### config.mk
export PLATFORM = sky130hd
export DESIGN_NAME = ir_transmitter_mod
export DESIGN_NICKNAME = d
export VERILOG_FILES = /design/src/rtl/ir_transmitter_mod.sv
export SDC_FILE = /design/constraint.sdc
export NUM_CORES = 1
export LEC_CHECK = 0
export ABC_CLOCK_PERIOD_IN_PS = 4600
export CAP_MARGIN = 40
export CORE_MARGIN = 3
export CORE_UTILIZATION = 55
export DETAILED_ROUTE_END_ITERATION = 8
export GPL_TIMING_DRIVEN = 1
export PLACE_DENSITY = 0.75
export SLEW_MARGIN = 20
export SYNTH_ARGS = -nofsm -noshare
export SYNTH_HDL_FRONTEND = slang
export SYNTH_SLANG_ARGS = --single-unit
### constraint.sdc
create_clock -name clk_in -period 4.6 [get_ports clk_in]
set_clock_uncertainty 0.05 [all_clocks]
set_input_delay 0.69 -clock clk_in [delete_from_list [all_inputs] [get_ports clk_in]]
set_output_delay 0.69 -clock clk_in [all_outputs]
set_load 0.03 [all_outputs]
### src/rtl/ir_transmitter_mod.sv
// Pulse-distance IR frame transmitter: sync burst/silence, per-bit burst plus 0/1 silence,
// stop burst, optional repeat frames with inter-frame gap, carrier modulation and abort.
module ir_transmitter_mod #(
    parameter int SBD            = 900_000,
    parameter int SSD            = 450_000,
    parameter int BBD            = 60_000,
    parameter int BSD0           = 60_000,
    parameter int BSD1           = 160_000,
    parameter int STOP_BD        = 60_000,
    parameter int GAP_D          = 4_000_000,
    parameter int MODULATE       = 1,
    parameter int CARRIER_PERIOD = 2500,
    parameter int CARRIER_HIGH   = 833,
    parameter int MAX_BITS       = 32,
    parameter int MSB_FIRST      = 1,
    parameter int REPEAT_W       = 4
) (
    input  logic                            clk_in,
    input  logic                            rst_n_in,
    input  logic                            valid_in,
    input  logic [MAX_BITS-1:0]             data_in,
    input  logic [$clog2(MAX_BITS+1)-1:0]   len_in,
    input  logic [REPEAT_W-1:0]             repeat_in,
    input  logic                            abort_in,
    output logic                            ready_out,
    output logic                            busy_out,
    output logic                            done_out,
    output logic                            envelope_out,
    output logic                            signal_out
);

    localparam int LW = $clog2(MAX_BITS + 1);
    localparam logic [LW-1:0] MAX_LEN = LW'(MAX_BITS);
    localparam logic [31:0]   CC_LAST = 32'(CARRIER_PERIOD - 1);
    localparam logic [31:0]   CC_HIGH = 32'(CARRIER_HIGH);

    typedef enum logic [2:0] {
        S_IDLE   = 3'd0,
        S_SYNC_B = 3'd1,
        S_SYNC_S = 3'd2,
        S_BIT_B  = 3'd3,
        S_BIT_S  = 3'd4,
        S_STOP_B = 3'd5,
        S_GAP    = 3'd6
    } state_t;

    state_t                r_state;
    logic [31:0]           r_phase;
    logic [31:0]           r_cc;
    logic [MAX_BITS-1:0]   r_data;
    logic [LW-1:0]         r_len;
    logic [LW-1:0]         r_cnt;
    logic [REPEAT_W-1:0]   r_rep;

    state_t                w_next_state;
    logic                  w_done_next;
    logic                  w_enter;
    logic                  w_burst_next;
    logic                  w_sig_next;
    logic [31:0]           w_cc_next;
    logic [31:0]           w_phase_next;
    logic [31:0]           w_dur;
    logic                  w_phase_end;
    logic [LW-1:0]         w_bit_idx;
    logic [MAX_BITS-1:0]   w_shifted;
    logic                  w_cur_bit;
    logic                  w_last_bit;

    // Bits are counted in transmit order; map the count onto a payload index.
    assign w_bit_idx  = (MSB_FIRST != 0) ? (r_len - LW'(1) - r_cnt) : r_cnt;
    assign w_shifted  = r_data >> w_bit_idx;
    assign w_cur_bit  = w_shifted[0];
    assign w_last_bit = ((r_cnt + LW'(1)) == r_len);

    // Duration of the state currently occupied.
    always_comb begin
        w_dur = 32'd1;
        case (r_state)
            S_SYNC_B: w_dur = 32'(SBD);
            S_SYNC_S: w_dur = 32'(SSD);
            S_BIT_B:  w_dur = 32'(BBD);
            S_BIT_S:  w_dur = w_cur_bit ? 32'(BSD1) : 32'(BSD0);
            S_STOP_B: w_dur = 32'(STOP_BD);
            S_GAP:    w_dur = 32'(GAP_D);
            default:  w_dur = 32'd1;
        endcase
    end

    assign w_phase_end = (r_phase == (w_dur - 32'd1));

    // Next-state selection, including abort and frame repetition.
    always_comb begin
        w_next_state = r_state;
        w_done_next  = 1'b0;
        if (r_state == S_IDLE) begin
            if (valid_in && !abort_in) begin
                w_next_state = S_SYNC_B;
            end else begin
                w_next_state = S_IDLE;
            end
        end else if (abort_in) begin
            w_next_state = S_IDLE;
        end else if (w_phase_end) begin
            case (r_state)
                S_SYNC_B: w_next_state = S_SYNC_S;
                S_SYNC_S: w_next_state = (r_len == {LW{1'b0}}) ? S_STOP_B : S_BIT_B;
                S_BIT_B:  w_next_state = S_BIT_S;
                S_BIT_S:  w_next_state = w_last_bit ? S_STOP_B : S_BIT_B;
                S_STOP_B: begin
                    if (r_rep != {REPEAT_W{1'b0}}) begin
                        w_next_state = S_GAP;
                    end else begin
                        w_next_state = S_IDLE;
                        w_done_next  = 1'b1;
                    end
                end
                S_GAP:    w_next_state = S_SYNC_B;
                default:  w_next_state = S_IDLE;
            endcase
        end else begin
            w_next_state = r_state;
        end
    end

    // Phase and carrier counters restart on every state entry.
    always_comb begin
        w_enter      = (w_next_state != r_state);
        w_burst_next = (w_next_state == S_SYNC_B) || (w_next_state == S_BIT_B) ||
                       (w_next_state == S_STOP_B);
        if (w_enter || (w_next_state == S_IDLE)) begin
            w_phase_next = 32'd0;
        end else begin
            w_phase_next = r_phase + 32'd1;
        end
        if (!w_burst_next || w_enter) begin
            w_cc_next = 32'd0;
        end else if (r_cc == CC_LAST) begin
            w_cc_next = 32'd0;
        end else begin
            w_cc_next = r_cc + 32'd1;
        end
        w_sig_next = w_burst_next && ((MODULATE == 0) || (w_cc_next < CC_HIGH));
    end

    // State, counters, latched frame and registered outputs.
    always_ff @(posedge clk_in) begin
        if (!rst_n_in) begin
            r_state      <= S_IDLE;
            r_phase      <= 32'd0;
            r_cc         <= 32'd0;
            r_data       <= {MAX_BITS{1'b0}};
            r_len        <= {LW{1'b0}};
            r_cnt        <= {LW{1'b0}};
            r_rep        <= {REPEAT_W{1'b0}};
            ready_out    <= 1'b1;
            busy_out     <= 1'b0;
            done_out     <= 1'b0;
            envelope_out <= 1'b0;
            signal_out   <= 1'b0;
        end else begin
            r_state      <= w_next_state;
            r_phase      <= w_phase_next;
            r_cc         <= w_cc_next;
            ready_out    <= (w_next_state == S_IDLE);
            busy_out     <= (w_next_state != S_IDLE);
            done_out     <= w_done_next;
            envelope_out <= w_burst_next;
            signal_out   <= w_sig_next;
            if ((r_state == S_IDLE) && valid_in && !abort_in) begin
                r_data <= data_in;
                r_len  <= (len_in > MAX_LEN) ? MAX_LEN : len_in;
                r_rep  <= repeat_in;
            end
            if ((r_state == S_STOP_B) && (w_next_state == S_GAP)) begin
                r_rep <= r_rep - REPEAT_W'(1);
            end
            if (w_enter && (w_next_state == S_SYNC_B)) begin
                r_cnt <= {LW{1'b0}};
            end else if (w_enter && (r_state == S_BIT_S)) begin
                r_cnt <= r_cnt + LW'(1);
            end
        end
    end

endmodule

Yosys cells after proc, flatten, opt, wreduce, memory -nomap -nowiden:

Index checks and enable logic that the tools add are counted.

* divide/modulo/power cells: 0
* reduce and logical (&&, ||, !) cells: 23
* order comparisons: 2
* shifts and indexed selects: 1
* equal/unequal tests: 14
* multiplexer cells: 16
* $mul: 0
* bitwise gates (word level): 3
* add/subtract/negate cells: 7

Operator list (number)
* 22-bit one-hot mux with 5 select lines: 1
* 32-bit by 1-bit adder with 32-bit output (second input constant): 2
* 32-bit two-way mux: 2
* 32-bit by 12-bit equality test with 1-bit output (second input constant): 1
* 32-bit equality test: 1
* 32-bit by 10-bit < comparator with 1-bit output (second input constant): 1
* 32-bit by 6-bit >> shifter with 1-bit output: 1
* 32-bit by 1-bit subtractor with 32-bit output (second input constant): 1
* 18-bit two-way mux: 1
* 3-bit two-way mux: 6
* 3-bit one-hot mux with 6 select lines: 1
* 3-bit equality test (second input constant): 5
* 3-bit by 2-bit equality test with 1-bit output (second input constant): 3
* 4-bit two-way mux: 2
* 1-bit logical AND: 7
* 6-bit by 1-bit adder with 6-bit output (second input constant): 1
* 3-bit by 1-bit equality test with 1-bit output (second input constant): 2
* 6-bit equality test: 1
* 6-bit greater-than comparator (second input constant): 1
* 3-bit zero test: 2
* 6-bit zero test: 1
* 6-bit two-way mux: 1
* 2-bit OR reduction: 3
* 6-bit by 1-bit subtractor with 6-bit output (second input constant): 1
* 11 further kinds: 18

* word-level logic and storage cells: 78
* bits in registers: 120
* input port bits: 46
* latch bits: 0
* RAM bits: 0
* bits in read-only memories: 0
* memories kept: 0

Depth between registers and ports, before layout:

Gate-level depths: netlist of run 1.

* depth after elaboration: 18
* mapped depth: 18
* depth with buffers taken out: 14

Worst setup path before layout of run 1:

OpenSTA, ideal clock, no wires.

* path type: flip-flop to flip-flop
* start point: register r_cnt[0]
* end point: register r_rep[3]
* library setup time: 0.115 ns
* arrival time: 4.122 ns
* slack: 0.314 ns
* clock period less this slack: 4.286 ns
* cell stages (with the launch flop): 18
* path through: dfxtp_1 -> inv_1 -> ha_1 -> fa_1 -> buf_1 -> mux4_2 -> mux2i_1 -> nand3_1 -> mux2i_2 -> nor3_2 -> mux2i_1 -> o2111ai_2 -> or2_1 -> buf_2 -> or4_1 -> buf_2 -> o311a_1 -> o21a_1

* longest elaborated chain between the ends: 12

RTL lines
* from (decl): RTL line 52 `logic [LW-1:0] r_cnt;`
* from (signal assigned): RTL line 153 `r_cnt <= {LW{1'b0}};`
* from (signal assigned): RTL line 178 `r_cnt <= {LW{1'b0}};`
* from (signal assigned): RTL line 180 `r_cnt <= r_cnt + LW'(1);`
* 6-bit subtractor: RTL line 70 `assign w_bit_idx = (MSB_FIRST != 0) ? (r_len - LW'(1) - r_cnt) : r_cnt;`
* 32-bit by 6-bit >> shifter with 1-bit output: RTL line 71 `assign w_shifted = r_data >> w_bit_idx;`
* 18-bit two-way mux: RTL line 82 `S_BIT_S: w_dur = w_cur_bit ? 32'(BSD1) : 32'(BSD0);`
* 22-bit one-hot mux with 5 select lines: RTL line 78 `case (r_state)`
* 32-bit by 1-bit subtractor with 32-bit output: RTL line 89 `assign w_phase_end = (r_phase == (w_dur - 32'd1));`
* 32-bit equality test: RTL line 89
* 3-bit two-way mux *: RTL line 103 `end else if (w_phase_end) begin`
* 3-bit two-way mux *: RTL line 101 `end else if (abort_in) begin`
* 3-bit two-way mux *: RTL line 95 `if (r_state == S_IDLE) begin`
* 3-bit equality test *: RTL line 174 `if ((r_state == S_STOP_B) && (w_next_state == S_GAP)) begin`
* 1-bit logical AND *: RTL line 174
* 4-bit two-way mux or 2-bit nonzero test (tied branches)
* to (signal assigned): RTL line 154 `r_rep <= {REPEAT_W{1'b0}};`
* to (signal assigned): RTL line 172 `r_rep <= repeat_in;`
* to (signal assigned): RTL line 175 `r_rep <= r_rep - REPEAT_W'(1);`
* to (decl): RTL line 53 `logic [REPEAT_W-1:0] r_rep;`

Mark *: on every way between the ends. The rest lies on a longest branch, timed or not.
A chain may end at the register's enable or synchronous reset.

Final worst setup path of run 1:

* start point: register r_cnt[0]
* end point: register r_cc[4]

* longest elaborated chain between the ends: 15

RTL lines
* 6-bit subtractor: RTL line 70
* 32-bit by 6-bit >> shifter with 1-bit output: RTL line 71
* 18-bit two-way mux: RTL line 82
* 22-bit one-hot mux with 5 select lines: RTL line 78
* 32-bit by 1-bit subtractor with 32-bit output: RTL line 89
* 32-bit equality test: RTL line 89
* 3-bit two-way mux *: RTL line 103
* 3-bit two-way mux *: RTL line 101
* 3-bit two-way mux *: RTL line 95
* 3-bit by 1-bit equality test with 1-bit output or 3-bit by 2-bit equality test with 1-bit output (tied branches): RTL line 128 `w_burst_next = (w_next_state == S_SYNC_B) || (w_next_state == S_BIT_B) ||`
* 1-bit logical OR (2 in a row): RTL line 128
* 1-bit zero test: RTL line 135 `if (!w_burst_next || w_enter) begin`
* 1-bit logical OR *: RTL line 135
* 32-bit two-way mux *: RTL line 135
* to (signal assigned): RTL line 163 `r_cc <= w_cc_next;`
* to (decl): RTL line 49 `logic [31:0] r_cc;`

Marks and branches as above.

==> qor.yml, run 1 <==
clock_network:
  htreeDepth: 4
  holdBufCountCts: 0
  cts_sinks: 120
  path_clk_slew_ns: 0.06
  ctsLongestPathBuffers: 2
  worstSkewPairLatency_ns: 0.43
  cts_buffers: 17
  cts_tree: "yes"
  root_buffer: "clkbuf_16"
critical_path:
  crit_fanout: 34
  start_kind: "flip-flop"
  critPathCaptureType: "flip-flop"
  cp.required_ns: 4.88
  cp_data_arrival_time_ns: 4.69
  crit_type: "reg -> reg"
logic_synthesis:
  synthArstFlopShare: 0
  ys_seq_area_frac: 0.363
  yosysTopAreaCellShare: 0.363
  synth_seq_cells: 120
  synth_top_cell_by_area: "dfxtp_1"
  syn_inst: 837
  synth_cell_types: 69
  synthAdderAreaFrac: 0.0216
  synth_common_cells: "dfxtp_1 (120), nand2_1 (118), nor2_1 (72)"
  synth_area_leaders: "dfxtp_1 (36%), nand2_1 (6.7%), xnor2_1 (4.9%)"
  synth_xor_area_frac: 0.100
  yosys_warnings: 0
  netlist_area_um2: 6620
  synth_compound_area_frac: 0.134
  synth-edff-count: 0
  synth.area.mux_share: 0.0480
  synth_top_family_by_area: "simple AND/OR/NAND/NOR gates"
  synth.most_common_cell: "dfxtp_1"
  syn_avg_cell_area_um2: 7.90
  synth-simple-area-share: 0.282
  synth_ff_type: "dfxtp_1"
  synth_nets: 893
timing:
  setup_viol: 0
  report.final.slew_viol_count: 0
  hold_violations: 0
  fin_crit_ns: 4.41
  rsz0062_at_grt: "no"
  fmax_ghz: 0.227
  fin_tns_setup_ns: 0
  relSlewSlack: 0.542
  tightest_slew_ns: 0.687
  fin_crit_sh: 0.958
  setup_slack_ns: 0.192
cells_and_area:
  n_antenna_cell: 0
  drive_above_1_share: 0.0801
  fin_area_um2: 7790
  area_delta_synth_final_pct: 17.8
  final_core_utilization: 0.674
  fill_cells: 973
  fin_nets: 917
job:
  cap_violations: 0
place:
  portBuffers: 50
  place_area_um2: 7180
  hpwl_um: 10800
  gp_congestion: 1.01
  place_ws_ns: 0.0538
detailed_routing:
  dr.pass1.iters: 5
  final_antenna_net_count: 0
  via_count: 6159
  wl_um: 16000
  drt_iter0_drc: 598
  vias_per_cell: 6.06
  routedWlPerCell_um: 15.7
  drt_drc_violations_left: 0
power:
  p_leak_nw: 2.70
  ir_worst_vdd_mv: 0.343
  p_per_area_nw_per_um2: 408
floorplanning:
  row_count: 39
  io-pin-count: 51
  start_util: 0.572
  fp.coreArea_um2: 11600
  die_area_um2: 13400
  die_h_um: 116
  die_w_um: 116
global_routing:
  gr-usage-met2: 0.402
  use_met1: 0.321
  grt_use_met3: 0.0627
  grt_pass1_vias: 5667
  antenna_found_initial: 0
  grt_max_degree: 50
  grt-busiest-layer: "met2"
  track_usage: 0.249
  grt_pass1_wl_um: 26800
  grt_overflow_total: 0
worst_hold_path:
  hold_path_class: "reg -> reg"
status:
  status: "finished clean"
[kinds of logic after synthesis]
kind of cell,count (synthesis)
buffers and inverters,83
AOI/OAI and AO/OA,139
adders and majority gates,11
xor gates and xnor gates,75
DFF,120
muxes,21
and+or+nand+nor,388
[layer usage]
layer | vias up | wire length (um)
li1 | 3003 | -
met1 | 2896 | 7140
met2 | 214 | 7590
met3 | 46 | 875
met4 | 0 | 384
met5 | - | 0
[cell type report]
| cell class | count | area [um^2] | area share |
|---|---|---|---|
| well taps | 143 | 179 | 0.0230 |
| inverters | 24 | 90.1 | 0.0116 |
| repair buffers | 64 | 606 | 0.0777 |
| clock buffers | 19 | 453 | 0.0581 |
| multi-input cells | 634 | 3920 | 0.503 |
| flip-flops and latches | 120 | 2400 | 0.308 |
| clock inverters | 13 | 141 | 0.0181 |
[power breakdown]
part / internal (W) / leakage [nW] / switching, W / total, W
Clock: 0.000829 / 0.287 / 0.000509 / 0.00134
Combinational: 0.000281 / 1.44 / 0.000425 / 0.000706
Sequential: 0.00109 / 0.972 / 0.0000436 / 0.00113
[worst paths after layout]
| kind | startpoint | end | slack, ns | cells after the start |
|---|---|---|---|---|
| setup / recovery | r_cnt[0] | r_cc[4] | 0.19 | 15 |
| hold / removal | r_data[23] | r_data[23] | 0.40 | 2 |
| setup reg to reg | r_cnt[0] | r_cc[4] | 0.19 | 15 |
| hold reg to reg | r_data[23] | r_data[23] | 0.40 | 2 |
[placed cells by master, fill, tap and decap left out, types with 3 or more instances in the layout]
master and instances:
and3_1 18, nand2_1 118, mux4_2 8, and2_1 3, clkbuf_16 17, inv_1 23, nand4_1 19, nor2b_1 8
xnor2_1 37, clkdlybuf4s50_1 50, o31ai_1 3, xor2_1 37, o21a_1 3, clkinvlp_4 3, inv_6 4, and4_1 4
nand2b_1 5, nor4_1 12, ha_1 8, o22ai_1 7, or3_1 5, nor3_1 54, a211oi_1 4, buf_4 14
o211ai_1 8, nor2_1 72, clkinv_2 3, a21oi_1 56, mux2i_1 11, a31oi_1 6, o21ai_0 20, or4_1 4
nand3b_1 7, nand3_1 48, dfxtp_1 120
[timing repair]
action / CTS / global route
setup endpoints to repair: 0 / 77
setup buffers: 0 / 0
gates resized for setup: 0 / 5
[worst max-delay path, cell delays in order, from the launching register on]
cell and delay, ns:
dfxtp_1 0.37, inv_1 0.09, ha_2 0.19, fa_2 0.65, mux4_2 0.33, mux2i_1 0.17
o21ai_0 0.15, mux2i_2 0.35, nor3_4 0.10, mux2i_1 0.20, o2111ai_2 0.20, or2_4 0.34
o221a_2 0.29, a221o_1 0.34, buf_4 0.25, nor3_1 0.23
[registers in the layout (all words and copies together), names as in the netlist]
| name | count |
|---|---|
| signal_out | 1 |
| envelope_out | 1 |
| r_cnt | 6 |
| r_data | 32 |
| ready_out | 1 |
| r_cc | 32 |
| done_out | 1 |
| r_rep | 4 |
| busy_out | 1 |
| r_phase | 32 |
| r_state | 3 |
| r_len | 6 |
[metrics by stage]
step | hold WS, ns | cells | total power, W
after CTS | 0.406 | 1017 | 0.00317
after floorplan | 0.383 | 837 | 0.00163
final | 0.404 | 1017 | 0.00318
after global routing | 0.427 | 1017 | 0.00332
after global placement | 0.396 | 985 | 0.00181
after detailed placement | 0.398 | 985 | 0.00183
Note: power is estimated with default switching activity, not from simulation.
==> inputs of run 2 (changes only) <==
- CTS_CLUSTER_SIZE: default -> 20
==> results of run 2 <==
Final layout, timing and power as in run 1 (identical DEF).
==> inputs of run 3 (changes only) <==
- ABC_CLOCK_PERIOD_IN_PS: 4600 -> 4400
- PLACE_DENSITY: 0.75 -> 0.76
- clock period: 4.6 -> 4.4 ns (I/O delays scaled with it)
==> run 3 against run 2 <==
Against the previous run: setup slack got worse by 0.037 ns; worst hold slack lost 0.00053 ns; die area stayed put; via count rose by 0.99%; design area grew 2.8%; non-clock buffer count up 5; clock power is 25% higher; final cell count grew 0.49%; sequential share of layout area shrank 0.82 points; register-to-register slack worse by 0.04 ns; first-iteration DRC count decreased by 6.4%; wire length rose by 5.2%; highest routed layer unchanged.
==> qor.yml, run 3 (synthesized netlist as in run 1, its figures left out) <==
status:
  status: "finished clean"  # unchanged
detailed_routing:
  dr.pass1.iters: 5  # unchanged
  drt_iter0_drc: 560  # was 598
  final_antenna_net_count: 0  # unchanged
  via_count: 6220  # was 6,159
  routedWlPerCell_um: 16.5  # was 15.7 um
  drt_drc_violations_left: 0  # unchanged
  wl_um: 16800  # was 16,000 um
  vias_per_cell: 6.09  # was 6.06
place:
  gp_congestion: 0.994  # was 1.01
  place_ws_ns: -0.0648  # was 0.0538 ns
  portBuffers: 50  # unchanged
  hpwl_um: 11300  # was 10,800 um
cells_and_area:
  area_delta_synth_final_pct: 21.1  # was 17.8%
  n_antenna_cell: 0  # unchanged
  drive_above_1_share: 0.0933  # was 0.0801
  top_regs: "r_cc: 32 flops, r_data: 32 flops, r_phase: 32 flops"  # unchanged
  fill_cells: 919  # was 973
  fin_nets: 922  # was 917
  final_common_cell: "dfxtp_1"  # unchanged
  final_cell_mix: "dfxtp_1 (119), nand2_1 (118), nor2_1 (72), a21oi_1 (56)"  # was dfxtp_1 (120), nand2_1 (118), nor2_1 (72), a21oi_1 (56), nor3_1 (54)
power:
  p_per_area_nw_per_um2: 457  # was 408 nW/um^2
  ir_worst_vdd_mv: 0.457  # was 0.343 mV
  p_leak_nw: 2.80  # was 2.70 nW
worst_hold_path:
  holdPathStages: 2  # unchanged
  min_from: "r_data[24]"  # was r_data[23]
  hold_path_class: "reg -> reg"  # unchanged
  holdPathEnd: "r_data[24]"  # was r_data[23]
floorplanning:
  die_h_um: 116  # unchanged
  die_area_um2: 13400  # unchanged
  io-pin-count: 51  # unchanged
  start_util: 0.572  # unchanged
  row_count: 39  # unchanged
  fp.coreArea_um2: 11600  # unchanged
  die_w_um: 116  # unchanged
critical_path:
  path_cells: "inv_1 > ha_2 > fa_2 > mux4_2 > mux2i_1 > nand3_1 > mux2i_2 > nor4_1 > o22ai_1 > o2111ai_2 > or2_4 > or4_4 > buf_4 > o2bb2a_1 > a21oi_1"  # was inv_1 > ha_2 > fa_2 > mux4_2 > mux2i_1 > o21ai_0 > mux2i_2 > nor3_4 > mux2i_1 > o2111ai_2 > or2_4 > o221a_2 > a221o_1 > buf_4 > nor3_1
  reg2reg_from: "r_cnt[0]"  # unchanged
  crit_type: "reg -> reg"  # unchanged
  critPathCaptureType: "flip-flop"  # unchanged
  critPathMaxStageDelay_ns: 0.68  # was 0.65 ns
  cp_data_arrival_time_ns: 4.54  # was 4.69 ns
  crit_fanout: 8  # was 34
  start_kind: "flip-flop"  # unchanged
  cp.required_ns: 4.69  # was 4.88 ns
  timing.reg2reg.worst_path_depth: 15  # unchanged
  critPathSlowestCell: "fa_2"  # unchanged
  r2r_slack_ns: 0.16  # was 0.19 ns
  rr_endpoint: "r_rep[2]"  # was r_cc[4]
timing:
  rsz0062_at_grt: "no"  # unchanged
  fin_crit_sh: 0.965  # was 0.958
  fmax_ghz: 0.236  # was 0.227 GHz
  setup_slack_ns: 0.155  # was 0.192 ns
  whs_ns: 0.403  # was 0.404 ns
  setup_viol: 0  # unchanged
  fin_crit_ns: 4.24  # was 4.41 ns
  relSlewSlack: 0.528  # was 0.542
  tightest_slew_ns: 0.707  # was 0.687 ns
  report.final.slew_viol_count: 0  # unchanged
  fin_tns_setup_ns: 0  # unchanged
  hold_violations: 0  # unchanged
clock_network:
  cts_tree: "yes"  # unchanged
  post-cts-setup-buffers: 0  # unchanged
  cts_sinks: 120  # unchanged
  holdBufCountCts: 0  # unchanged
  path_clk_slew_ns: 0.06  # about the same
  htreeDepth: 4  # unchanged
  worstSkewPairLatency_ns: 0.42  # was 0.43 ns
  root_buffer: "clkbuf_16"  # unchanged
  cts_buffers: 17  # unchanged
  ctsLongestPathBuffers: 2  # unchanged
global_routing:
  antenna_found_initial: 0  # unchanged
  grt_pass1_vias: 5911  # was 5,667
  grt_overflow_total: 0  # unchanged
  track_usage: 0.260  # was 0.249
  grt_max_degree: 50  # unchanged
  grt_pass1_wl_um: 28000  # was 26,800 um
job:
  cap_violations: 0  # unchanged
[run 3: cell count changes in the layout (fill, tap and decap cells not counted), sizes merged]
| cell | delta |
|---|---|
| bufinv | +5 |
| clkbuf | -1 |
| clkinvlp | -1 |
| buf | +5 |
| clkinv | -1 |
| inv | -2 |
[run 3: layer usage]
layer / vias up / share of wire / track usage
li1: 3017 / - / -
met1: 2949 / 0.44 / 0.330
met2: 211 / 0.48 / 0.433
met3: 43 / 0.050 / 0.0595
met4: 0 / 0.026 / 0.101
met5: - / 0 / 0
[run 3: worst max path at each step]
| stage | slack (ns) | to | start | cells past startpoint |
|---|---|---|---|---|
| final | 0.16 | r_rep[2] | r_cnt[0] | 15 |
| after global routing | 0.01 | r_cnt[3] | r_cnt[0] | 15 |
| after CTS | 0.01 | r_rep[2] | r_cnt[0] | 15 |
| after detailed placement | -0.06 | r_rep[2] | r_cnt[0] | 15 |
| after global placement | 0.13 | r_rep[3] | r_cnt[0] | 14 |
| after floorplan | 0.11 | r_rep[3] | r_cnt[0] | 17 |
[run 3: stage by stage]
step	total power [W]	cells	cell area, um^2	util
after floorplan	0.00170	837	6620	-
after global placement	0.00194	990	7240	0.626
after detailed placement	0.00196	990	7240	0.626
after CTS	0.00364	1022	7960	0.688
after global routing	0.00381	1022	8010	0.693
final	0.00366	1022	8010	0.693
[run 3: report_power, final]
group,total [W],switching [W],leakage [nW],internal (W)
registers,0.00119,0.0000502,0.972,0.00114
clock network,0.00167,0.000530,0.337,0.00114
logic,0.000798,0.000470,1.49,0.000328
[run 3: critical path: cells and delay by family (launching register included)]
| kind | cells | cell delay (ns) |
|---|---|---|
| DFF | 1 | 0.34 |
| adders and majority gates | 2 | 0.88 |
| and+or+nand+nor | 4 | 1.04 |
| muxes | 3 | 0.84 |
| buffers and inverters | 2 | 0.24 |
| AOI/OAI and AO/OA | 4 | 0.78 |
[run 3: layout make-up]
cell class	instances	area [um^2]	share of cell area
inverters	24	90.1	0.0112
multi-input cells	634	3960	0.495
repair buffers	69	668	0.0834
flip-flops and latches	120	2400	0.300
well taps	143	179	0.0223
clock buffers	18	439	0.0548
clock inverters	14	269	0.0336
[run 3: timing repair]
action,CTS,global route
resized for setup,2,11
endpoints found under the setup margin,39,76
pin swaps,0,5
==> RTL change, RTL diff (settings of run 2) <==
The parameter `MAX_BITS` goes from 32 to 64.
--- a/src/rtl/ir_transmitter_mod.sv
+++ b/src/rtl/ir_transmitter_mod.sv
@@ -13,3 +13,3 @@
     parameter int CARRIER_HIGH   = 833,
-    parameter int MAX_BITS       = 32,
+    parameter int MAX_BITS       = 64,
     parameter int MSB_FIRST      = 1,
Interface: changed (resized data_in and len_in); port bits go from 51 to 84. No check against the original RTL was run, so the function may have changed too.
==> RTL change against run 2 <==
  * Cell count rose by 26%
  * Sequential cell count increased by 34
  * Final area is 26% higher
  * Routed wire length rose by 24%
  * Critical path type unchanged
  * Count of clock-buffer cells in the layout down 2
  * Highest routed layer is now met5
  * Worst hold slack got worse by 0.0013 ns
  * Fmax increased by 6.4%
  * Total power down 0.15%
  * Worst setup slack improved by 0.26 ns
  * Area after synthesis up 26%
==> RTL change: results (changes against run 2) <==
metric,value,unit,change
hold_sp,r_data[22],,
gpl congestion,0.867,,-14%
cts repair resizes,0,,unchanged
fillers,1264,,+30%
vias in the first global route,6860,,+21%
row count,44,,+13%
Crit-path slowest cell,fa_1,,
non-filler instance count after layout,1285,,+26%
Hold Path Class,reg -> reg,,
Tot GR Track Use,24.6,%,-0.25 points
Worst EP arrival,4.45,ns,-0.24 ns
met2 Use GR,38.4,%,-1.8 points
power per cell area,322,mW/mm^2,-21%
most frequent cell after synthesis,nand2_1,,
top layer used by detailed routing,met5,,
clock root cell,clkbuf_16,,
drt total wl,19800,um,+24%
post-synth cell types,72,,+4.3%
"Seq/Total Area, Yosys",37.0,%,+0.71 points
Syn Nets,1132,,+27%
length of routed wiring on met1,9030,um,+27%
largest net degree at the start of global routing,46,,-8.0%
Met2 Routed Length,9160,um,+21%
commonest cells in the synthesized netlist,"nand2_1 (183), dfxtp_1 (154), a21oi_1 (106), nor2_1 (71), clkbuf_1 (58)",,
post-place setup slack,0.467,ns,+0.413 ns
# diodes,0,,unchanged
Slew HR,41.4,%,-13 points
Leakage,3.39,nW,+26%
Synth Area per Inst,7.99,um^2,+1.1%
initial drt markers,565,,-5.5%
vias per cell,5.78,,-4.5%
status,finished clean,,
GR Layer Usage met3,5.85,%,-0.41 points
GR Util met1,33.8,%,+1.7 points
DR pass1 iterations,6,,+1
setup bufs post-CTS,0,,unchanged
crit-path max cell delay,0.49,ns,-0.16 ns
"Cell Area, Placed",0.00922,mm^2,+28%
initial antenna violation count,1,,+1
DP Wirelength,13700,um,+27%
layout cells sized above 1,8.17,%,+0.17 points
synth top area cells,"dfxtp_1 (37%), nand2_1 (8.2%), a21oi_1 (6.4%)",,
biggest regs,"r_data (64), r_cc (32), r_phase (32)",,
seq pwr,1.39,mW,+23%
Worst Path Max Fanout,30,,-12%
Syn. warnings,0,,unchanged
first-pass GRT wire length,33400,um,+25%
P_sw,0.861,mW,-12%
Layout Nets,1178,,+28%
WL met3,1160,um,+32%
IO buf count,83,,+66%
Clk pwr share,46.2,%,+4.1 points
cell family with most CP delay,simple AND/OR/NAND/NOR gates,,
peak supply drop,0.289,mV,-16%
Worst-path clk slew,0.07,ns,
RTL change: cell type report:
| type | count | area (um^2) | area share, % |
|---|---|---|---|
| multi-input cells | 786 | 4820 | 48.9 |
| flip-flops and latches | 154 | 3080 | 31.3 |
| repair buffers | 101 | 991 | 10.1 |
| clock buffers | 17 | 425 | 4.32 |
| well taps | 184 | 230 | 2.34 |
| clock inverters | 15 | 201 | 2.04 |
| inverters | 28 | 105 | 1.07 |
RTL change: worst paths after layout:
path / depth (start not counted) / to / slack (ns)
setup / recovery: 16 / r_phase[15] / 0.46
hold / removal: 2 / r_data[22] / 0.40
setup reg to reg: 16 / r_phase[15] / 0.46
hold reg to reg: 2 / r_data[22] / 0.40
RTL change: cell families after synthesis:
group	Yosys count	share of synthesized area (%)
AO/OA/AOI/OAI	205	15.0
flip-flops	154	37.0
XOR/XNOR	71	7.69
AND/OR/NAND/NOR	470	27.3
adder cells (fa/ha/maj)	11	1.74
buffers and inverters	102	5.18
multiplexers	29	6.03
